### config.mk
export PLATFORM = sky130hd
export DESIGN_NAME = l1_l2_arbiter
export DESIGN_NICKNAME = d
export VERILOG_FILES = /design/src/rtl/l1_l2_arbiter.sv
export SDC_FILE = /design/constraint.sdc
export NUM_CORES = 1
export LEC_CHECK = 0
export CAP_MARGIN = 40
export CORE_AREA = 3 3 564 566
export CTS_BUF_LIST = sky130_fd_sc_hd__clkbuf_8 sky130_fd_sc_hd__clkbuf_16
export CTS_CLUSTER_SIZE = 28
export DETAILED_ROUTE_END_ITERATION = 7
export DIE_AREA = 0 0 567 569
export HOLD_SLACK_MARGIN = 0.05
export PLACE_DENSITY_LB_ADDON = 0.3
export SETUP_SLACK_MARGIN = 0.1
export SYNTH_ARGS = -nofsm -noshare
export SYNTH_HDL_FRONTEND = slang
export SYNTH_SLANG_ARGS = --single-unit
### constraint.sdc
create_clock -name clk -period 13.5 [get_ports clk]
set_input_delay 2.7 -clock clk [delete_from_list [all_inputs] [get_ports clk]]
set_output_delay 2.7 -clock clk [all_outputs]
set_load 0.05 [all_outputs]
### src/rtl/l1_l2_arbiter.sv
// Round-robin arbiter serialising I-cache fills and D-cache fills/writebacks onto one L2 line port.
// Request fields are latched at grant; each transaction is held on L2 until l2_resp.
//
// state   | meaning
// IDLE    | no transaction outstanding, arbitrate between requesters
// SERVE_I | I-cache read presented to L2, waiting for l2_resp
// SERVE_D | D-cache read/write presented to L2, waiting for l2_resp
module l1_l2_arbiter #(
  parameter int LINE_W = 256,
  parameter int MASK_W = LINE_W / 8
) (
  input  logic              clk,
  input  logic              rst,
  input  logic              i_read,
  input  logic [31:0]       i_address,
  output logic [LINE_W-1:0] i_rdata,
  output logic              i_resp,
  input  logic              d_read,
  input  logic              d_write,
  input  logic [31:0]       d_address,
  input  logic [LINE_W-1:0] d_wdata,
  input  logic [MASK_W-1:0] d_wmask,
  output logic [LINE_W-1:0] d_rdata,
  output logic              d_resp,
  output logic              l2_read,
  output logic              l2_write,
  output logic [31:0]       l2_address,
  output logic [LINE_W-1:0] l2_wdata,
  output logic [MASK_W-1:0] l2_wmask,
  input  logic [LINE_W-1:0] l2_rdata,
  input  logic              l2_resp
);

  typedef enum logic [1:0] {
    IDLE    = 2'd0,
    SERVE_I = 2'd1,
    SERVE_D = 2'd2
  } state_e;

  state_e            state_q;
  logic              rr_last_q;  // 1 when the D-cache holds the most recent grant
  logic [31:0]       addr_q;
  logic [LINE_W-1:0] wdata_q;
  logic [MASK_W-1:0] wmask_q;
  logic              l2_read_q;
  logic              l2_write_q;

  logic i_act, d_act, grant_i, grant_d;

  assign i_act   = i_read;
  assign d_act   = d_read | d_write;
  assign grant_d = d_act & (~i_act | ~rr_last_q);
  assign grant_i = i_act & ~grant_d;

  always_ff @(posedge clk or posedge rst) begin
    if (rst) begin
      state_q    <= IDLE;
      rr_last_q  <= 1'b0;
      addr_q     <= '0;
      wdata_q    <= '0;
      wmask_q    <= '0;
      l2_read_q  <= 1'b0;
      l2_write_q <= 1'b0;
    end else begin
      case (state_q)
        IDLE: begin
          if (grant_d) begin
            // a simultaneous read+write request is treated as a write
            state_q    <= SERVE_D;
            rr_last_q  <= 1'b1;
            addr_q     <= d_address;
            l2_write_q <= d_write;
            l2_read_q  <= ~d_write;
            wdata_q    <= d_write ? d_wdata : '0;
            wmask_q    <= d_write ? d_wmask : '0;
          end else if (grant_i) begin
            state_q    <= SERVE_I;
            rr_last_q  <= 1'b0;
            addr_q     <= i_address;
            l2_write_q <= 1'b0;
            l2_read_q  <= 1'b1;
            wdata_q    <= '0;
            wmask_q    <= '0;
          end
        end
        SERVE_I, SERVE_D: begin
          if (l2_resp) begin
            state_q    <= IDLE;
            l2_read_q  <= 1'b0;
            l2_write_q <= 1'b0;
          end
        end
        default: state_q <= IDLE;
      endcase
    end
  end

  assign l2_read    = l2_read_q;
  assign l2_write   = l2_write_q;
  assign l2_address = addr_q;
  assign l2_wdata   = wdata_q;
  assign l2_wmask   = wmask_q;

  assign i_resp  = (state_q == SERVE_I) & l2_resp;
  assign d_resp  = (state_q == SERVE_D) & l2_resp;
  assign i_rdata = l2_rdata;
  assign d_rdata = l2_rdata;

endmodule

==> Word level (Yosys, flattened, before mapping) <==
Cells that the tools add are included.
{ "word_totals": {"ff_bits": 325, "out_inout_bits": 836} }
{ "classes": {"eq_ne": 4, "mux": 20, "n_reduce_logical": 7, "n_bitwise": 10} }
{ "ops": {"columns": ["op", "n"], "rows": [
  ["two-way mux 256 bit", 3],
  ["two-way mux 32 bit", 5],
  ["two-way mux 1 bit", 6],
  ["two-way mux 2 bit", 3],
  ["AND 1 bit", 4],
  ["inverter 1 bit", 4],
  ["one-hot mux 1 bit (2 select lines)", 2],
  ["one-hot mux 2 bit (2 select lines)", 1],
  ["AND reduction 2 bit", 2],
  ["nonzero test 2 bit", 2],
  ["inequality test 3 bit (second input constant)", 1],
  ["AND reduction 3 bit", 1],
  ["equality test 2 x 1 -> 1 bit (second input constant)", 1],
  ["equality test 2 bit (second input constant)", 1],
  ["zero test 2 bit", 1],
  ["inequality test 2 bit (second input constant)", 1],
  ["OR 1 bit", 2],
  ["OR reduction 2 bit", 1]
]} }

==> Depth between registers and ports, before layout <==
{ "depth": {"word_depth": 8, "mapped_depth": 8, "mapped_depth_nobuf": 5} }

==> Least setup slack after synthesis <==
No wires, ideal clock.
{ "synth_timing": {"kind": "in2out", "from": "input l2_resp", "to": "output d_resp", "setup_slack_ps": 7688, "path_buffers": 0, "required_ps": 10800, "path_stages": 1, "t_arrival_ps": 3112, "cell_sequence": "and2_1"} }
{ "synth_via": {"elab_chain_len": 1} }
{ "synth_lines": {"columns": ["element", "line_no", "rtl"], "rows": [
  ["from (decl)", "31", "input logic l2_resp"],
  ["AND 1 bit", "105", "assign d_resp = (state_q == SERVE_D) & l2_resp;"],
  ["to (decl)", "24", "output logic d_resp,"]
]} }
Every way passes these cells.

==> Worst setup path after layout <==
Ends and elaborated chain as after synthesis.

==> flow_metrics.py <==
metrics = {
    "outcome": {
        "status": "complete, no violations",
    },
    "worst_setup_path": {
        "slowest_stage": "clkdlybuf4s50_1",
        "r2r_setup_slack_ns": 10.46,
        "worstReg2RegEnd": "l2_wdata[44]",
        "crit_arrival_ns": 4.51,
        "critPathKind": "input port to output port",
        "worstPathRequired_ns": 10.80,
        "ff2ff_path_depth": 8,
        "max_stage_delay_ns": 0.83,
        "r2r-start": "state_q[0]",
        "setup.worst_path.end_class": "output port",
        "crit_chain": "clkdlybuf4s50_1 -> and2_1 -> clkdlybuf4s50_1",
        "cp-start-kind": "input port",
        "cp_common_cell": "clkdlybuf4s50_1",
        "path_max_fanout": 5,
    },
    "placement": {
        "gp_congestion": 0.8117,
        "postPlaceCellArea_um2": 25660,
        "port_buffers": 681,
        "detailed_place_hpwl_mm": 145.3,
        "dp_worst_setup_slack_ns": 6.262,
    },
    "cts": {
        "clk_pin_slew_ns": 0.05,
        "cts_buffer_depth": 3,
        "postCtsSetupRepairBufs": 0,
        "root_buffer": "clkbuf_16",
        "h-tree-depth": 2,
        "cts_resized": 0,
        "numCtsBuffers": 52,
        "cts_sinks": 325,
        "insertion_delay_ns": 0.69,
        "cts_hold_buf": 0,
        "cts_tree": "done",
    },
    "yosys": {
        "syn_inst": 1927,
        "ys_warn_count": 0,
        "yosysMostFrequentCell": "nand2_1",
        "synth_seq_cells": 325,
        "synth_fp_nets": 2544,
        "syn_area_um2": 16940,
        "ys.flop_type": "dfrtp_1",
        "synth.area.top_cells": "dfrtp_1, buf_4, nand2_1",
        "synth-seq-area-share": 0.4801,
        "synth_edf_count": 0,
        "synth_top_area_frac": 0.4801,
        "ys_types": 23,
        "async_reset_ff_frac": 1.000,
        "yosys-top-cells-count": "nand2_1, buf_4, dfrtp_1, o21ai_0, o21ai_1",
        "avgSynthCellArea_um2": 8.791,
        "synth_area_leader_cell": "dfrtp_1",
    },
    "global_routing": {
        "grt_pass1_wl_mm": 197.5,
        "antenna_found_initial": 119,
        "grt-ovfl-total": 0,
        "grt_start_max_net_pins": 131,
        "grt_pass1_vias": 14234,
        "track_usage": 0.09814,
    },
    "final_layout": {
        "nets": 2725,
        "area_growth_pct": 62.50,
        "final-seq-area_um2": 8133,
        "multi_input_area_um2": 4413,
        "num-fill-cells": 36472,
        "drive_gt1_frac": 0.07721,
        "final_cell_area_um2": 27530,
    },
    "timing": {
        "hold_viol": 0,
        "worst-slew-pin-transition_ns": 0.9119,
        "fin_ws_ns": 6.290,
        "period_needed_ns": 7.210,
        "skew_ns": 0.01868,
        "finalMaxSlewViolations": 0,
        "setup_violations": 0,
        "max_freq_ghz": 0.1387,
        "tns_ns": 0,
        "rsz0062_at_grt": "no",
        "fin_crit_sh": 0.5340,
        "slew_headroom": 0.3902,
    },
    "worst_hold_path": {
        "hp-start": "l2_wdata[193]",
        "hold_path.class": "flop to flop",
        "holdPathEnd": "l2_wdata[193]",
        "whs_path_depth": 2,
    },
    "detailed_routing": {
        "dr.pass1.iters": 6,
        "drtIter0Drc": 733,
        "wl_per_cell_um": 26.02,
        "drc": 0,
        "ant_nets": 0,
        "vias": 14143,
        "vias_per_cell": 2.236,
        "routed_wl_mm": 164.6,
    },
    "floorplan": {
        "die_x_um": 567,
        "io_pins": 1450,
        "fp.dieArea_um2": 322600,
        "row_count": 206,
        "die_h_um": 569,
        "core_area_um2": 314200,
        "initial_utilization": 0.05392,
    },
    "pwr": {
        "ir_worst_vdd_mv": 0.09302,
        "leakage_nw": 9.874,
        "finalPower_w": 0.007573,
        "p_per_area_nw_per_um2": 275.1,
    },
    "job": {
        "cap_violations": 0,
    },
}
==> critical path, delay by kind of cell <==
| family | cells | cell delay [ns] |
|---|---|---|
| buffers and inverters | 2 | 1.56 |
| and+or+nand+nor | 1 | 0.24 |
==> layout make-up <==
type,instances,share of cell area
well taps,4160,0.1891
clock inverters,38,0.01350
multi-input cells,979,0.1603
clock buffers,58,0.05027
diodes,14,0.001273
inverters,5,0.0009545
flip-flops and latches,325,0.2954
repair buffers,745,0.2892
==> how the worst max path moves through the flow <==
stage	startpoint	end	slack [ns]
6_report	l2_resp	d_resp	6.29
5_1_grt	l2_resp	d_resp	6.22
4_1_cts	l2_resp	d_resp	6.25
3_5_place_dp	l2_resp	d_resp	6.26
3_3_place_gp	l2_resp	d_resp	6.24
2_1_floorplan	rst	l2_address[0]	1.80
==> report_power, final <==
part / leakage (nW) / total (W) / internal [W] / switching [W]
sequential: 4.27 / 0.00169 / 0.00143 / 0.000263
combinational: 4.73 / 0.00446 / 0.00131 / 0.00315
clock: 0.880 / 0.00142 / 0.000818 / 0.000605
==> registers in the layout, indices dropped and copies added (netlist names) <==
signal / cells
state_q: 2
l2_read: 1
l2_wmask: 32
rr_last_q: 1
l2_address: 32
l2_write: 1
l2_wdata: 256
==> metal layers <==
layer | share of wire | up-vias | track usage
met1 | 0.29 | 6234 | 0.07995
met5 | 0.0017 | - | 0.002826
met3 | 0.20 | 547 | 0.09427
met2 | 0.44 | 1308 | 0.1516
li1 | - | 6024 | -
met4 | 0.069 | 30 | 0.05890
==> cell families (layout without fill, tap and decap cells) <==
family / Yosys count / count (layout) / share of synthesized area
other cells: 0 / 14 / 0
fa+ha+maj: 3 / 3 / 0.002216
mux: 34 / 34 / 0.02016
compound gates: 330 / 330 / 0.1007
flops: 325 / 325 / 0.4801
buf+inv: 623 / 846 / 0.2608
simple gates: 612 / 612 / 0.1361
==> through the flow <==
| step | hold WS, ns | std cells | utilization |
|---|---|---|---|
| after floorplan | 0.4838 | 1927 | - |
| after global placement | 0.4621 | 6167 | 0.07874 |
| after detailed placement | 0.4707 | 6209 | 0.08168 |
| after CTS | 0.4832 | 6305 | 0.08726 |
| after global routing | 0.5012 | 6313 | 0.08753 |
| final | 0.4783 | 6324 | 0.08761 |
==> placed cells by master, fill, tap and decap left out <==
cell type	instances
a21boi_4	1
inv_8	1
clkbuf_16	52
clkbuf_8	6
o2bb2ai_1	3
mux2i_1	33
clkinv_4	7
o31ai_4	1
nor2_1	1
buf_16	23
buf_12	4
o21ai_0	221
clkinv_2	6
o22ai_2	1
a22o_1	1
and2_1	2
clkinv_8	3
clkinvlp_4	5
ha_1	3
clkdlybuf4s50_1	673
dfrtp_1	325
or3_1	1
o21ai_1	100
mux2_2	1
diode_2	14
o2bb2ai_4	1
a21o_1	1
bufinv_16	4
inv_6	5
buf_4	22
buf_8	23
inv_1	12
nand2_1	608
Note: power is estimated with default switching activity, not from simulation.
